`src/rtl/pipe_pkg.sv`:
```
// pipe_pkg: shared definitions for the pipeline hazard controller.
//   - mc_state_t     : multicycle-unit handshake FSM states
//   - FWD_RF/MEM/WB  : operand-forwarding select encodings
//   - MC_TIMEOUT_DEF : default multicycle wait limit in cycles
package pipe_pkg;

  typedef enum logic [1:0] {
    IDLE    = 2'd0,
    START   = 2'd1,
    WAIT    = 2'd2,
    RELEASE = 2'd3
  } mc_state_t;

  localparam logic [1:0] FWD_RF  = 2'b00;
  localparam logic [1:0] FWD_MEM = 2'b10;
  localparam logic [1:0] FWD_WB  = 2'b01;

  localparam int unsigned MC_TIMEOUT_DEF = 64;

endpackage

```
`src/rtl/pipe_fwd_unit.sv`:
```
// pipe_fwd_unit: operand forwarding select for one EX source operand.
// Ports:
//   rs            in  REG_AW  EX source register
//   mem_rd        in  REG_AW  EX/MEM destination register
//   mem_reg_write in  1       EX/MEM writes a register
//   wb_rd         in  REG_AW  MEM/WB destination register
//   wb_reg_write  in  1       MEM/WB writes a register
//   fwd           out 2       FWD_RF / FWD_MEM / FWD_WB
// The younger EX/MEM result wins over MEM/WB; x0 is never forwarded.
module pipe_fwd_unit
  import pipe_pkg::*;
#(
  parameter int unsigned REG_AW = 5
) (
  input  logic [REG_AW-1:0] rs,
  input  logic [REG_AW-1:0] mem_rd,
  input  logic              mem_reg_write,
  input  logic [REG_AW-1:0] wb_rd,
  input  logic              wb_reg_write,
  output logic [1:0]        fwd
);

  always_comb begin
    fwd = FWD_RF;
    if (mem_reg_write && (mem_rd != '0) && (mem_rd == rs)) begin
      fwd = FWD_MEM;
    end else if (wb_reg_write && (wb_rd != '0) && (wb_rd == rs)) begin
      fwd = FWD_WB;
    end
  end

endmodule

```
`src/rtl/pipe_hazard_ctrl.sv`:
```
// pipe_hazard_ctrl: hazard detection, stall/flush generation, operand
// forwarding and multicycle-unit handshake for a 5-stage pipeline.
// Ports:
//   clk, rst_n                   clock (rising edge), async active-low reset
//   id_rs1, id_rs2               ID-stage source registers
//   ex_rs1, ex_rs2, ex_rd        EX-stage sources / destination
//   ex_mem_read, ex_mc_op        EX instruction is a load / multicycle op
//   ex_branch_taken              redirect resolved in EX
//   mem_rd, mem_reg_write        EX/MEM destination
//   wb_rd, wb_reg_write          MEM/WB destination
//   mc_done                      multicycle result-valid pulse
//   mc_start, mc_busy            multicycle start pulse / FSM not idle (registered)
//   stall_if, stall_id, stall_ex hold PC, IF/ID, ID/EX
//   flush_id, flush_ex           zero IF/ID, ID/EX
//   bubble_mem                   load NOP into EX/MEM
//   fwd_a, fwd_b                 operand forwarding selects
//   mc_timeout_err               sticky multicycle timeout flag
//   perf_stall_cnt, perf_flush_cnt  saturating performance counters
// Build option: define PIPE_HAZARD_CTRL_PERF_EN to implement the perf
// counters; without it both counter ports are tied to zero.
// Priority of stall sources: multicycle > branch flush > load-use.
module pipe_hazard_ctrl
  import pipe_pkg::*;
#(
  parameter int unsigned REG_AW     = 5,
  parameter int unsigned MC_TIMEOUT = MC_TIMEOUT_DEF
) (
  input  logic              clk,
  input  logic              rst_n,
  input  logic [REG_AW-1:0] id_rs1,
  input  logic [REG_AW-1:0] id_rs2,
  input  logic [REG_AW-1:0] ex_rs1,
  input  logic [REG_AW-1:0] ex_rs2,
  input  logic [REG_AW-1:0] ex_rd,
  input  logic              ex_mem_read,
  input  logic              ex_mc_op,
  input  logic              ex_branch_taken,
  input  logic [REG_AW-1:0] mem_rd,
  input  logic              mem_reg_write,
  input  logic [REG_AW-1:0] wb_rd,
  input  logic              wb_reg_write,
  input  logic              mc_done,
  output logic              mc_start,
  output logic              mc_busy,
  output logic              stall_if,
  output logic              stall_id,
  output logic              stall_ex,
  output logic              flush_id,
  output logic              flush_ex,
  output logic              bubble_mem,
  output logic [1:0]        fwd_a,
  output logic [1:0]        fwd_b,
  output logic              mc_timeout_err,
  output logic [31:0]       perf_stall_cnt,
  output logic [31:0]       perf_flush_cnt
);

  localparam logic [7:0] WAIT_LAST = 8'(MC_TIMEOUT - 1);

  mc_state_t  state;
  logic [7:0] wait_cnt;
  logic       mc_stall;
  logic       load_use;

  // Multicycle handshake FSM with registered mc_start / mc_busy / timeout flag.
  always_ff @(posedge clk or negedge rst_n) begin
    if (!rst_n) begin
      state          <= IDLE;
      wait_cnt       <= '0;
      mc_start       <= 1'b0;
      mc_busy        <= 1'b0;
      mc_timeout_err <= 1'b0;
    end else begin
      case (state)
        IDLE: begin
          if (ex_mc_op) begin
            state    <= START;
            wait_cnt <= '0;
            mc_start <= 1'b1;
            mc_busy  <= 1'b1;
          end
        end
        START: begin
          mc_start <= 1'b0;
          state    <= mc_done ? RELEASE : WAIT;
        end
        WAIT: begin
          if (mc_done) begin
            state <= RELEASE;
          end else if (wait_cnt == WAIT_LAST) begin
            state          <= RELEASE;
            mc_timeout_err <= 1'b1;
          end else begin
            wait_cnt <= wait_cnt + 8'd1;
          end
        end
        RELEASE: begin
          state   <= IDLE;
          mc_busy <= 1'b0;
        end
        default: begin
          state    <= IDLE;
          mc_start <= 1'b0;
          mc_busy  <= 1'b0;
        end
      endcase
    end
  end

  assign mc_stall = ((state == IDLE) && ex_mc_op) || (state == START) || (state == WAIT);

  assign load_use = ex_mem_read && (ex_rd != '0) &&
                    ((ex_rd == id_rs1) || (ex_rd == id_rs2));

  always_comb begin
    stall_if   = 1'b0;
    stall_id   = 1'b0;
    stall_ex   = 1'b0;
    bubble_mem = 1'b0;
    flush_id   = 1'b0;
    flush_ex   = 1'b0;
    if (mc_stall) begin
      stall_if   = 1'b1;
      stall_id   = 1'b1;
      stall_ex   = 1'b1;
      bubble_mem = 1'b1;
    end else if (ex_branch_taken) begin
      flush_id = 1'b1;
      flush_ex = 1'b1;
    end else if (load_use) begin
      stall_if = 1'b1;
      stall_id = 1'b1;
      flush_ex = 1'b1;
    end
  end

  pipe_fwd_unit #(.REG_AW(REG_AW)) u_fwd_a (
    .rs            (ex_rs1),
    .mem_rd        (mem_rd),
    .mem_reg_write (mem_reg_write),
    .wb_rd         (wb_rd),
    .wb_reg_write  (wb_reg_write),
    .fwd           (fwd_a)
  );

  pipe_fwd_unit #(.REG_AW(REG_AW)) u_fwd_b (
    .rs            (ex_rs2),
    .mem_rd        (mem_rd),
    .mem_reg_write (mem_reg_write),
    .wb_rd         (wb_rd),
    .wb_reg_write  (wb_reg_write),
    .fwd           (fwd_b)
  );

`ifdef PIPE_HAZARD_CTRL_PERF_EN
  always_ff @(posedge clk or negedge rst_n) begin
    if (!rst_n) begin
      perf_stall_cnt <= '0;
      perf_flush_cnt <= '0;
    end else begin
      if (stall_if && (perf_stall_cnt != '1)) begin
        perf_stall_cnt <= perf_stall_cnt + 32'd1;
      end
      if ((flush_id || flush_ex) && (perf_flush_cnt != '1)) begin
        perf_flush_cnt <= perf_flush_cnt + 32'd1;
      end
    end
  end
`else
  assign perf_stall_cnt = '0;
  assign perf_flush_cnt = '0;
`endif

endmodule

```
`config.mk`:
```
export PLATFORM = sky130hd
export DESIGN_NAME = pipe_hazard_ctrl
export DESIGN_NICKNAME = d
export VERILOG_FILES = /design/src/rtl/pipe_pkg.sv /design/src/rtl/pipe_fwd_unit.sv /design/src/rtl/pipe_hazard_ctrl.sv
export SDC_FILE = /design/constraint.sdc
export NUM_CORES = 1
export LEC_CHECK = 0
export CAP_MARGIN = 5
export CORE_ASPECT_RATIO = 1.25
export CORE_MARGIN = 2
export CORE_UTILIZATION = 64
export DETAILED_ROUTE_END_ITERATION = 16
export DONT_BUFFER_PORTS = 1
export HOLD_SLACK_MARGIN = 0.08
export PLACE_DENSITY = 0.8
export SYNTH_ARGS = -nofsm -noshare
export SYNTH_HDL_FRONTEND = slang
export SYNTH_SLANG_ARGS = --single-unit
```
`constraint.sdc`:
```
create_clock -name clk -period 2.15 [get_ports clk]
set_input_delay 0.3225 -clock clk [delete_from_list [all_inputs] [get_ports clk]]
set_output_delay 0.3225 -clock clk [all_outputs]
set_load 0.005 [all_outputs]
```
==> impl_metrics.csv <==
group,metric,value,unit
critical_path,cp.arrival,1.74,ns
floorplan,core,2630,um2
power_and_ir_drop,p_leak,0.783,nW
critical_path,regToRegSetupSlack,0.23,ns
floorplan,dieArea,3150,um2
sta,slew-limit-headroom,49.9,%
synthesis,syn_inst,210,
clock_tree,ctsLongestPathBuffers,2,
job,cap_violations,0,
synthesis,ys_warn_count,0,
grt,grt_max_degree,14,
clock_tree,cts-buffers-inserted,3,
route,wl_per_cell,12.2,um
critical_path,cpPeakStageDelay,0.40,ns
power_and_ir_drop,power.total,1.35,mW
critical_path,crit_family,"compound AO/OA/AOI/OAI gates",
final_layout,antenna_cells,0,
synthesis,yosys-top-cells-area,"buf_4, dfrtp_1, xor2_1",
final_layout,num-nets-final,265,
route,antenna_left,0,
placement,place_congestion,0.823,
critical_path,path_class,"flip-flop to output pin",
clock_tree,cts_tree,"yes",
placement,portBuffers,0,
clock_tree,cts_sinks,13,
sta,holdWs,0.237,ns
sta,finalClockSkew,0.00566,ns
final_layout,stdcell_count,249,
critical_path,path_max_fanout,8,
power_and_ir_drop,power_frac_seq,32.7,%
placement,pre_cts_ws,0.183,ns
critical_path,r2r-end,"wait_cnt[4]",
synthesis,ys_types,41,
route,drt-initial-drc-count,24,
sta,period_minus_slack,2.06,ns
power_and_ir_drop,combPwrFrac,55.7,%
power_and_ir_drop,ir_drop,0.000824,V
critical_path,crit_buf_inv,2,
critical_path,worst-path-stages,5,
power_and_ir_drop,p_int,743,uW
final_layout,drive_gt1_share,8.84,%
final_layout,mostFrequentLayoutCells,"conb_1, xor2_1, dfrtp_1",
grt,overflow,0,
sta,worst_slack,0.0894,ns
critical_path,start_kind,"flip-flop",
floorplan,row_count,21,
sta,drv_slew,0,
placement,placed_cells,241,
critical_path,crit_path_end,"flush_ex",
final_layout,final_area,1610,um2
sta,min_period_over_period,95.8,%
critical_path,r2r_cells,6,
critical_path,cp_slowest_cell,"dfrtp_1",
sta,fmax,485,MHz
power_and_ir_drop,power_density,837,nW/um2
synthesis,netlist_area,1740,um2
hold_path,holdPathStages,3,
route,vias,1257,
grt,track_usage,18.1,%
clock_tree,insertion_delay,0.28,ns
critical_path,critPathMostFrequentCell,"inv_1",
synthesis,synth.avg_cell_area,8.28,um2
placement,placed_area,1530,um2
route,via_per_inst,5.05,
outcome,outcome,"finished, final reports clean",
placement,place_hpwl,2450,um
sta,worst_pin_slew,0.743,ns
power_and_ir_drop,p_sw_share,44.8,%
sta,fin_setup_tns,0,ns
final_layout,fin_util,61.2,%
sta,hold_viol,0,
sta,setup_violations,0,
final_layout,final_common_cell,"conb_1",
grt,first_global_vias,1135,
synthesis,synth_largest_area_cell,"buf_4",
floorplan,dieHeight,62.3,um
final_layout,syn_to_final_growth,-7.42,%
floorplan,die_x,50.6,um
floorplan,io_pins,120,
grt,antenna_found_initial,0,
synthesis,ys_seq_elements,13,
critical_path,crit_chain,"inv_1, ha_2, a211oi_4, inv_1, o31ai_2",
hold_path,hold_path.class,"primary input to flip-flop",
route,drc_errors,0,
route,drtPass1Iterations,4,
route,wirelength,3040,um
critical_path,startpoint,"state[0]",
power_and_ir_drop,power.switching,604,uW
clock_tree,clk_pin_slew_worst_paths,0.08,ns
clock_tree,root_buffer,"clkbuf_4",
grt,grt_pass1_wl,4600,um
critical_path,reg2reg_from,"state[1]",
synthesis,synth-seq-area-share,18.7,%
floorplan,start_util,66.1,%
clock_tree,h-tree-depth,1,
synthesis,synth_top_cell_area_share,28.5,%
critical_path,worst_ep_required_time,1.83,ns
critical_path,end_kind,"output pin",
power_and_ir_drop,p_clk_share,11.5,%
[repair_timing]
item                                    in CTS  in global routing
endpoints found under the setup margin       1                  1
resized for setup                            1                  3
hold buffers                                 1                  0
pin swaps                                    0                  1
setup buffers                                0                  3
hold endpoints to repair                    13                  0
[worst reg2reg max path: stages, from the launching register on]
cell and delay [ns]:
dfrtp_1 0.41, buf_4 0.15, ha_1 0.22, buf_4 0.19, o21ai_0 0.60, a32o_1 0.21
a31o_2 0.10
[area by class of cell]
type / count / area (um2)
multi-input combinational: 186 / 1140
sequential: 13 / 325
timing repair buffer: 7 / 55.1
tap: 34 / 42.5
clock buffer: 4 / 26.3
inverter: 5 / 18.8
fill: 239 / 1020
[cell usage after synthesis]
cell type and instances:
buf_4 66, xor2_1 24, dfrtp_1 13, nand2_1 12, nor2_1 7, o21ai_0 7, or4_1 7, a21oi_1 6
ha_1 6, xnor2_1 6, inv_1 5, a21o_1 4, nand3_1 3, nor2b_1 3, nor3_1 3, nor4_1 3
o211ai_1 3, a211oi_1 2, a31oi_1 2, a32o_1 2, and3_1 2, buf_2 2, nand2b_1 2, nor4_2 2
o31ai_1 2, a2111oi_0 1, a211o_1 1, a21oi_2 1, a22oi_1 1, a31o_2 1, and4_1 1, and4bb_2 1
clkbuf_1 1, conb_1 1, mux2_2 1, mux2i_1 1, o21ai_1 1, o21ai_2 1, o21bai_1 1, o311ai_0 1
or3_1 1
[flip-flops by register name, indices dropped and copies added (netlist names)]
name,count
mc_timeout_err,1
mc_start,1
wait_cnt,8
state,2
mc_busy,1
[power by group through the flow]
stage	Sequential, mW	Combinational [mW]	Clock [mW]
floorplan	0.419	0.639	0
CTS	0.442	0.655	0.155
global placement	0.445	0.623	0
finish	0.441	0.751	0.155
global route	0.453	0.852	0.173
detailed placement	0.449	0.632	0
[per-layer routing]
metal,global-route usage [%],part of all wire (%),vias up
met5,0,0,-
met1,20.4,36,579
met2,32.9,54,67
met4,8.11,1.4,0
met3,2.40,8.6,5
li1,-,-,606
[cells by family (layout without fill, tap and decap cells)]
kind of cell               count (synthesis)  after routing  share of synthesized area, %
buffers and inverters                     74             16                          30.4
and+or+nand+nor                           47             47                          15.5
AOI/OAI and AO/OA                         37             37                          14.5
xor gates and xnor gates                  30             30                          15.1
DFF                                       13             13                          18.7
adders and majority gates                  6              6                          4.32
muxes                                      2              2                          1.22
other                                      1             64                         0.216
[worst min path at each step]
stage               slack (ns)     start           to
global route              0.24  ex_mc_op     mc_start
global placement          0.03     rst_n  wait_cnt[7]
CTS                       0.24  ex_mc_op     mc_start
finish                    0.24  ex_mc_op     mc_start
floorplan                 0.03     rst_n      mc_busy
detailed placement        0.03     rst_n  wait_cnt[7]
Power figures use the tool's default switching activity.
